## src/rtl/mux_nch_reg.sv

```systemverilog
// N-channel, W-bit registered multiplexer with valid/ready on every input and on the
// output. Channel selection is either an external index (manual) or round-robin
// arbitration over the requesting channels.
module mux_nch_reg #(
    parameter int unsigned N  = 4,
    parameter int unsigned W  = 8,
    parameter int unsigned SW = $clog2(N)
) (
    input  logic            clk,
    input  logic            rst_n,
    input  logic [N*W-1:0]  in_data,
    input  logic [N-1:0]    in_valid,
    output logic [N-1:0]    in_ready,
    input  logic            mode,
    input  logic [SW-1:0]   sel,
    output logic [W-1:0]    out_data,
    output logic [SW-1:0]   out_chan,
    output logic            out_valid,
    input  logic            out_ready
);

    // One extra bit so that N itself and pointer+offset sums are representable.
    localparam int unsigned SWP = SW + 1;
    localparam logic [SW:0] NumChan = SWP'(N);
    localparam logic [SW-1:0] LastChan = SW'(N - 1);

    logic [W-1:0]  chan_data [N];

    logic [W-1:0]  out_data_q, out_data_d;
    logic [SW-1:0] out_chan_q, out_chan_d;
    logic          out_valid_q, out_valid_d;
    logic [SW-1:0] ptr_q, ptr_d;

    logic          rr_found;
    logic [SW-1:0] rr_idx;
    logic [SW:0]   rr_sum;
    logic          man_found;
    logic          cand_ok;
    logic [SW-1:0] cand_idx;
    logic          load;
    logic          grant;

    // Unpack the flat input bus into per-channel words.
    always_comb begin
        for (int i = 0; i < int'(N); i++) begin
            chan_data[i] = in_data[i*W +: W];
        end
    end

    // Round-robin search: first valid channel starting just after ptr, wrapping to ptr.
    always_comb begin
        rr_found = 1'b0;
        rr_idx   = '0;
        rr_sum   = '0;
        for (int unsigned k = 1; k <= N; k++) begin
            rr_sum = {1'b0, ptr_q} + SWP'(k);
            // ptr < N and k <= N, so a single subtraction completes the modulo.
            if (rr_sum >= NumChan) begin
                rr_sum = rr_sum - NumChan;
            end
            if (!rr_found && in_valid[rr_sum[SW-1:0]]) begin
                rr_found = 1'b1;
                rr_idx   = rr_sum[SW-1:0];
            end
        end
    end

    // Manual candidate exists only for an in-range select with a valid channel.
    always_comb begin
        man_found = 1'b0;
        if ({1'b0, sel} < NumChan) begin
            man_found = in_valid[sel];
        end
    end

    // Grant decision and the one-hot input accept.
    always_comb begin
        cand_ok  = mode ? rr_found : man_found;
        cand_idx = mode ? rr_idx : sel;
        load     = !out_valid_q || out_ready;
        // No handshake may complete on a reset cycle.
        grant    = rst_n && load && cand_ok;
        in_ready = '0;
        if (grant) begin
            in_ready[cand_idx] = 1'b1;
        end
    end

    // Next state for the output register and the round-robin pointer.
    always_comb begin
        out_data_d  = out_data_q;
        out_chan_d  = out_chan_q;
        out_valid_d = out_valid_q;
        ptr_d       = ptr_q;
        if (grant) begin
            out_data_d  = chan_data[cand_idx];
            out_chan_d  = cand_idx;
            out_valid_d = 1'b1;
            // Manual grants must not disturb the arbitration order.
            if (mode) begin
                ptr_d = cand_idx;
            end
        end else if (out_valid_q && out_ready) begin
            out_valid_d = 1'b0;
        end
    end

    // State registers with synchronous active-low reset; ptr=N-1 gives channel 0 priority.
    always_ff @(posedge clk) begin
        if (!rst_n) begin
            out_data_q  <= '0;
            out_chan_q  <= '0;
            out_valid_q <= 1'b0;
            ptr_q       <= LastChan;
        end else begin
            out_data_q  <= out_data_d;
            out_chan_q  <= out_chan_d;
            out_valid_q <= out_valid_d;
            ptr_q       <= ptr_d;
        end
    end

    assign out_data  = out_data_q;
    assign out_chan  = out_chan_q;
    assign out_valid = out_valid_q;

    // At most one channel accepted per cycle.
    a_ready_onehot: assert property (@(posedge clk) $onehot0(in_ready));

    // Only a requesting channel is ever accepted.
    a_ready_needs_valid: assert property (@(posedge clk) (in_ready & ~in_valid) == '0);

    // Held output is frozen while the consumer stalls.
    a_stall_stable: assert property (@(posedge clk) disable iff (!rst_n)
        out_valid && !out_ready |=> out_valid && $stable(out_data) && $stable(out_chan));

endmodule

```

## config.mk

```make
export PLATFORM = sky130hd
export DESIGN_NAME = mux_nch_reg
export DESIGN_NICKNAME = d
export VERILOG_FILES = /design/src/rtl/mux_nch_reg.sv
export SDC_FILE = /design/constraint.sdc
export NUM_CORES = 1
export LEC_CHECK = 0
export CORE_MARGIN = 3
export CORE_UTILIZATION = 35
export DETAILED_ROUTE_END_ITERATION = 8
export PLACE_DENSITY = 0.85
export SYNTH_ARGS = -nofsm -noshare
export SYNTH_HDL_FRONTEND = slang
export SYNTH_SLANG_ARGS = --single-unit
```

## constraint.sdc

```tcl
create_clock -name clk -period 5 [get_ports clk]
set_clock_uncertainty 0.2 [all_clocks]
set_input_delay 1 -clock clk [delete_from_list [all_inputs] [get_ports clk]]
set_output_delay 1 -clock clk [all_outputs]
set_load 0.02 [all_outputs]
```

=== Word-level counts from Yosys, hierarchy flattened ===
Cells that the tools add are included.
W data, S select, Z words.

* Flip-flop bits (word level): 13
* Input port bits: 42
* Output and inout bits: 15

* Add/sub/neg operators: 8
* Order comparisons: 12
* Muxes and demuxes: 32
* Bitwise gates (word level): 1
* Reduce and logical (&&, ||, !) cells: 14

{| class="wikitable"
|+ Operators with widths
! kind !! number
|-
| $lt A2 B3 Y1 const B || 6
|-
| $mux W2 || 9
|-
| $bmux W8 S2 || 1
|-
| $mux W8 || 2
|-
| $ge A3 B3 Y1 const B || 5
|-
| $mux W1 || 13
|-
| $bmux W1 S2 || 5
|-
| $sub A2 B1 Y2 const B || 4
|-
| $logic_and A1 B1 Y1 || 7
|-
| $add A2 B2 Y3 const B || 2
|-
| $logic_not A1 Y1 || 4
|-
| $mux W4 || 1
|-
| $add A2 B1 Y3 const B || 1
|-
| $add A2 B3 Y3 const B || 1
|-
| $not A2 Y3 || 1
|-
| $demux W1 S2 || 1
|-
| $ge A2 B1 Y1 const B || 1
|-
| $reduce_and A2 Y1 || 1
|-
| $reduce_bool A2 Y1 || 1
|-
| $logic_or A1 B1 Y1 || 1
|}

=== Logic depth before layout (Yosys ltp) ===
* Depth in word-level cells: 21
* Mapped depth: 7
* Depth with buffers taken out: 5

=== Least setup slack after synthesis ===
OpenSTA, ideal clock, no wires.

* Path type: in2out
* From: input in_valid[3]
* To: output in_ready[0]
* Arrival: 2,477 ps
* Required time: 3,800 ps
* Path slack: 1,323 ps
* Stages: 6
* Buffers on the path: 2
* Path through: nor2b_1 -> o311a_1 -> buf_6 -> a21o_1 -> buf_2 -> nor3_1

* Cells in the longest elaborated chain, start to end: 18

{| class="wikitable"
|+ RTL lines
! element !! line !! text
|-
| start, declared || 12 || <nowiki>input logic [N-1:0] in_valid,</nowiki>
|-
| $bmux W1 S2 || 61 || <nowiki>if (!rr_found && in_valid[rr_sum[SW-1:0]]) begin</nowiki>
|-
| $mux W1 (implied by the code) || 61 ||
|-
| $mux W1 || 61 ||
|-
| $logic_not A1 Y1 || 61 ||
|-
| $logic_and A1 B1 Y1 || 61 ||
|-
| $mux W1 || 61 ||
|-
| $logic_not A1 Y1 || 61 ||
|-
| $logic_and A1 B1 Y1 || 61 ||
|-
| [... 2 more ...] || -- ||
|-
| $logic_and A1 B1 Y1 || 61 ||
|-
| $mux W2 || 61 ||
|-
| $mux W2 || 79 || <nowiki>cand_idx = mode ? rr_idx : sel;</nowiki>
|-
| $lt A2 B3 Y1 (implied by the code) or $ge A2 B1 Y1 (tied branches) || 85 || <nowiki>in_ready[cand_idx] = 1'b1;</nowiki>
|-
| $logic_and A1 B1 Y1 (implied by the code) || 85 ||
|-
| $mux W1 (implied by the code) || 85 ||
|-
| $demux W1 S2 || 85 ||
|-
| $mux W4 * || 84 || <nowiki>if (grant) begin</nowiki>
|-
| end, declared || 13 || <nowiki>output logic [N-1:0] in_ready,</nowiki>
|}

Every way passes the cells marked *; elsewhere a longest branch is shown, timed or not. The select of a mux whose other input is x is not followed.

=== Final worst setup path ===
* From: input in_valid[1]
* To: output in_ready[0]

The elaborated chain is that of the path after synthesis.

==> metrics <==
Tot GR Track Use approximately 16%; RSZ-0062 raised after global routing false; Crit path required time between 3 and 4 ns; CP endpoint kind output pin; final setup vio count 0; Leak 0.000604 uW; post-synth cell types 27; gr ovfl total 0; HP Class register to register; worst slack at placement roughly 0.56 ns; initial antenna violation count 0; starting DRC count in detailed routing 20; CTS tree built; syn_nets about 160; Ports 57; Via density about 5.4; cts repair resizes 0; Max-slew headroom about 61%; fmax 225 MHz; n_diodes 0; HPWL after DPL between 2 and 2.5 mm; CTS HTree Levels 1; die footprint ~3300 um^2; effective utilization at floorplan 37.2%; status completed; Syn Inst Count 114; clock latency at the later pin of the worst-skew pair ~0.26 ns; synth warn 0; Inserted Clock Buffers 3; crit share post-route 88.8%; Synth Register Bits 13; PD cells ~210 nW/um^2; crit-path max FO 9; wirelength, routed ~2.8 mm; DR vias around 1,100; clock sink count 13; Bufs on Longest Clock Path 2; first-pass GRT wire length 4.27 mm; TNS Setup 0 ns; Mean Syn Cell Area about 8 um^2; Setup crit start kind input port; setup ws final ~0.56 ns; layout cell share with drive strength beyond 1 ~4.7%; number of global-route vias before repair 998; Max Cap Viol 0; Fin. Hold Viols 0; die height approximately 58 um; Layout area overhead 64.4%; post-route ant nets 0; RD Place Congestion ~0.76; TritonRoute pass-1 iters 4; Max VDD drop 0.000143 V; DRC Markers 0; # Post-CTS Setup Buffers 0; max-slew violations 0; Least-Margin Pin Slew 0.578 ns; fin nets 212; register area share after synthesis between 20% and 30%; Worst-path clk slew 0.08 ns; min cycle time layout between 4 and 5 ns; Post-Syn Area slightly above 900 um^2; largest net degree at the start of global routing 23; std cell rows 18; Port Buffers 56; Core ar. approximately 2500 um^2; crit path DAT between 3 and 4 ns; cts hold-fix bufs 0; die width about 58 um; Routed WL per cell ~14 um; CTS root buf clkbuf_4; WS Path Type input port to output pin
-- Yosys cell counts --
cell       number  share of area [%]
dfxtp_1        13                 28
inv_1          10                4.0
a221oi_1        8                7.5
a21boi_0        1               0.81
a211oi_1        8                6.5
mux4_2          1                2.4
or2_2           1               0.67
nand2b_1        5                3.4
o41ai_1         1               0.94
o21ai_0         3                1.6
nand2_1        10                4.0
nor3_1          3                1.6
a21o_1          3                2.4
a2111oi_0       8                7.5
o311a_1         1                1.1
mux2i_1        11                 12
or3b_1          1               0.94
clkbuf_1        2               0.81
buf_6           2                2.4
nor2_1         10                4.0
a41oi_1         1               0.94
nor2b_1         3                2.0
buf_2           2                1.1
a21oi_1         2                1.1
nand3_1         1               0.54
a41o_1          1                1.1
buf_1           2               0.81
-- through the flow --
stage	std cells	utilization [%]	hold slack [ns]	power, uW	cell area (um^2)
final	199	61.2	0.270	329	1530
after global routing	199	61.2	0.305	347	1530
after CTS	199	61.2	0.272	331	1530
after detailed placement	195	60.2	0.261	270	1500
after global placement	195	60.2	0.259	265	1500
after floorplan	114	-	0.273	199	931
-- cell families after synthesis --
logic type      count (synthesis)  share of synthesized area (%)
simple gates                   34                           17.2
mux                            12                           14.2
compound gates                 37                           31.5
buf+inv                        18                           9.14
flops                          13                           28.0
-- layout make-up --
class	instances	area, um^2
clock buffers	4	26.3
fillers	226	970
inverters	10	37.5
multi-input cells	83	586
flip-flops and latches	13	260
well taps	30	37.5
repair buffers	59	583
-- registers in the layout, summed over array words and instances, names as in the netlist --
name / count
out_valid: 1
ptr_q: 2
out_chan: 2
out_data: 8
-- power breakdown --
part,internal (uW),leakage [uW],switching [uW]
combinational,77.3,0.000481,65.3
sequential,117,0.000108,7.52
clock,30.8,0.0000150,31.2
total,225,0.000604,104
-- worst paths after layout --
check              start           to  slack (ns)  cells after the start
max reg2reg     ptr_q[1]  out_data[5]        2.59                      6
min reg2reg  out_data[0]  out_data[0]        0.27                      2
min          out_data[0]  out_data[0]        0.27                      2
max          in_valid[1]  in_ready[0]        0.56                      6
-- cell usage in the layout, fill, tap and decap left out, types with 5 or more instances in the layout --
master           count
dfxtp_1             13
a2111oi_0            8
a221oi_1             8
a211oi_1             8
nor2_1              10
mux2i_1             11
clkdlybuf4s50_1     56
nand2_1             10
inv_1               10
nand2b_1             5
-- critical path: stages --
cell and delay [ns]:
clkdlybuf4s50_1 0.57, or3b_1 0.37, o311a_1 0.23, a21o_1 0.26, nor3_1 0.17, clkdlybuf4s50_1 0.63
-- layer usage --
layer  up-vias  part of all wire [%]  GRT usage (%)
met5         -                     0              0
met4         0                  0.97           7.28
met3         2                   8.7           2.71
met2        48                    49           29.7
met1       480                    41           18.3
li1        540                     -              -
No activity file was read; power rests on OpenSTA's default activity.
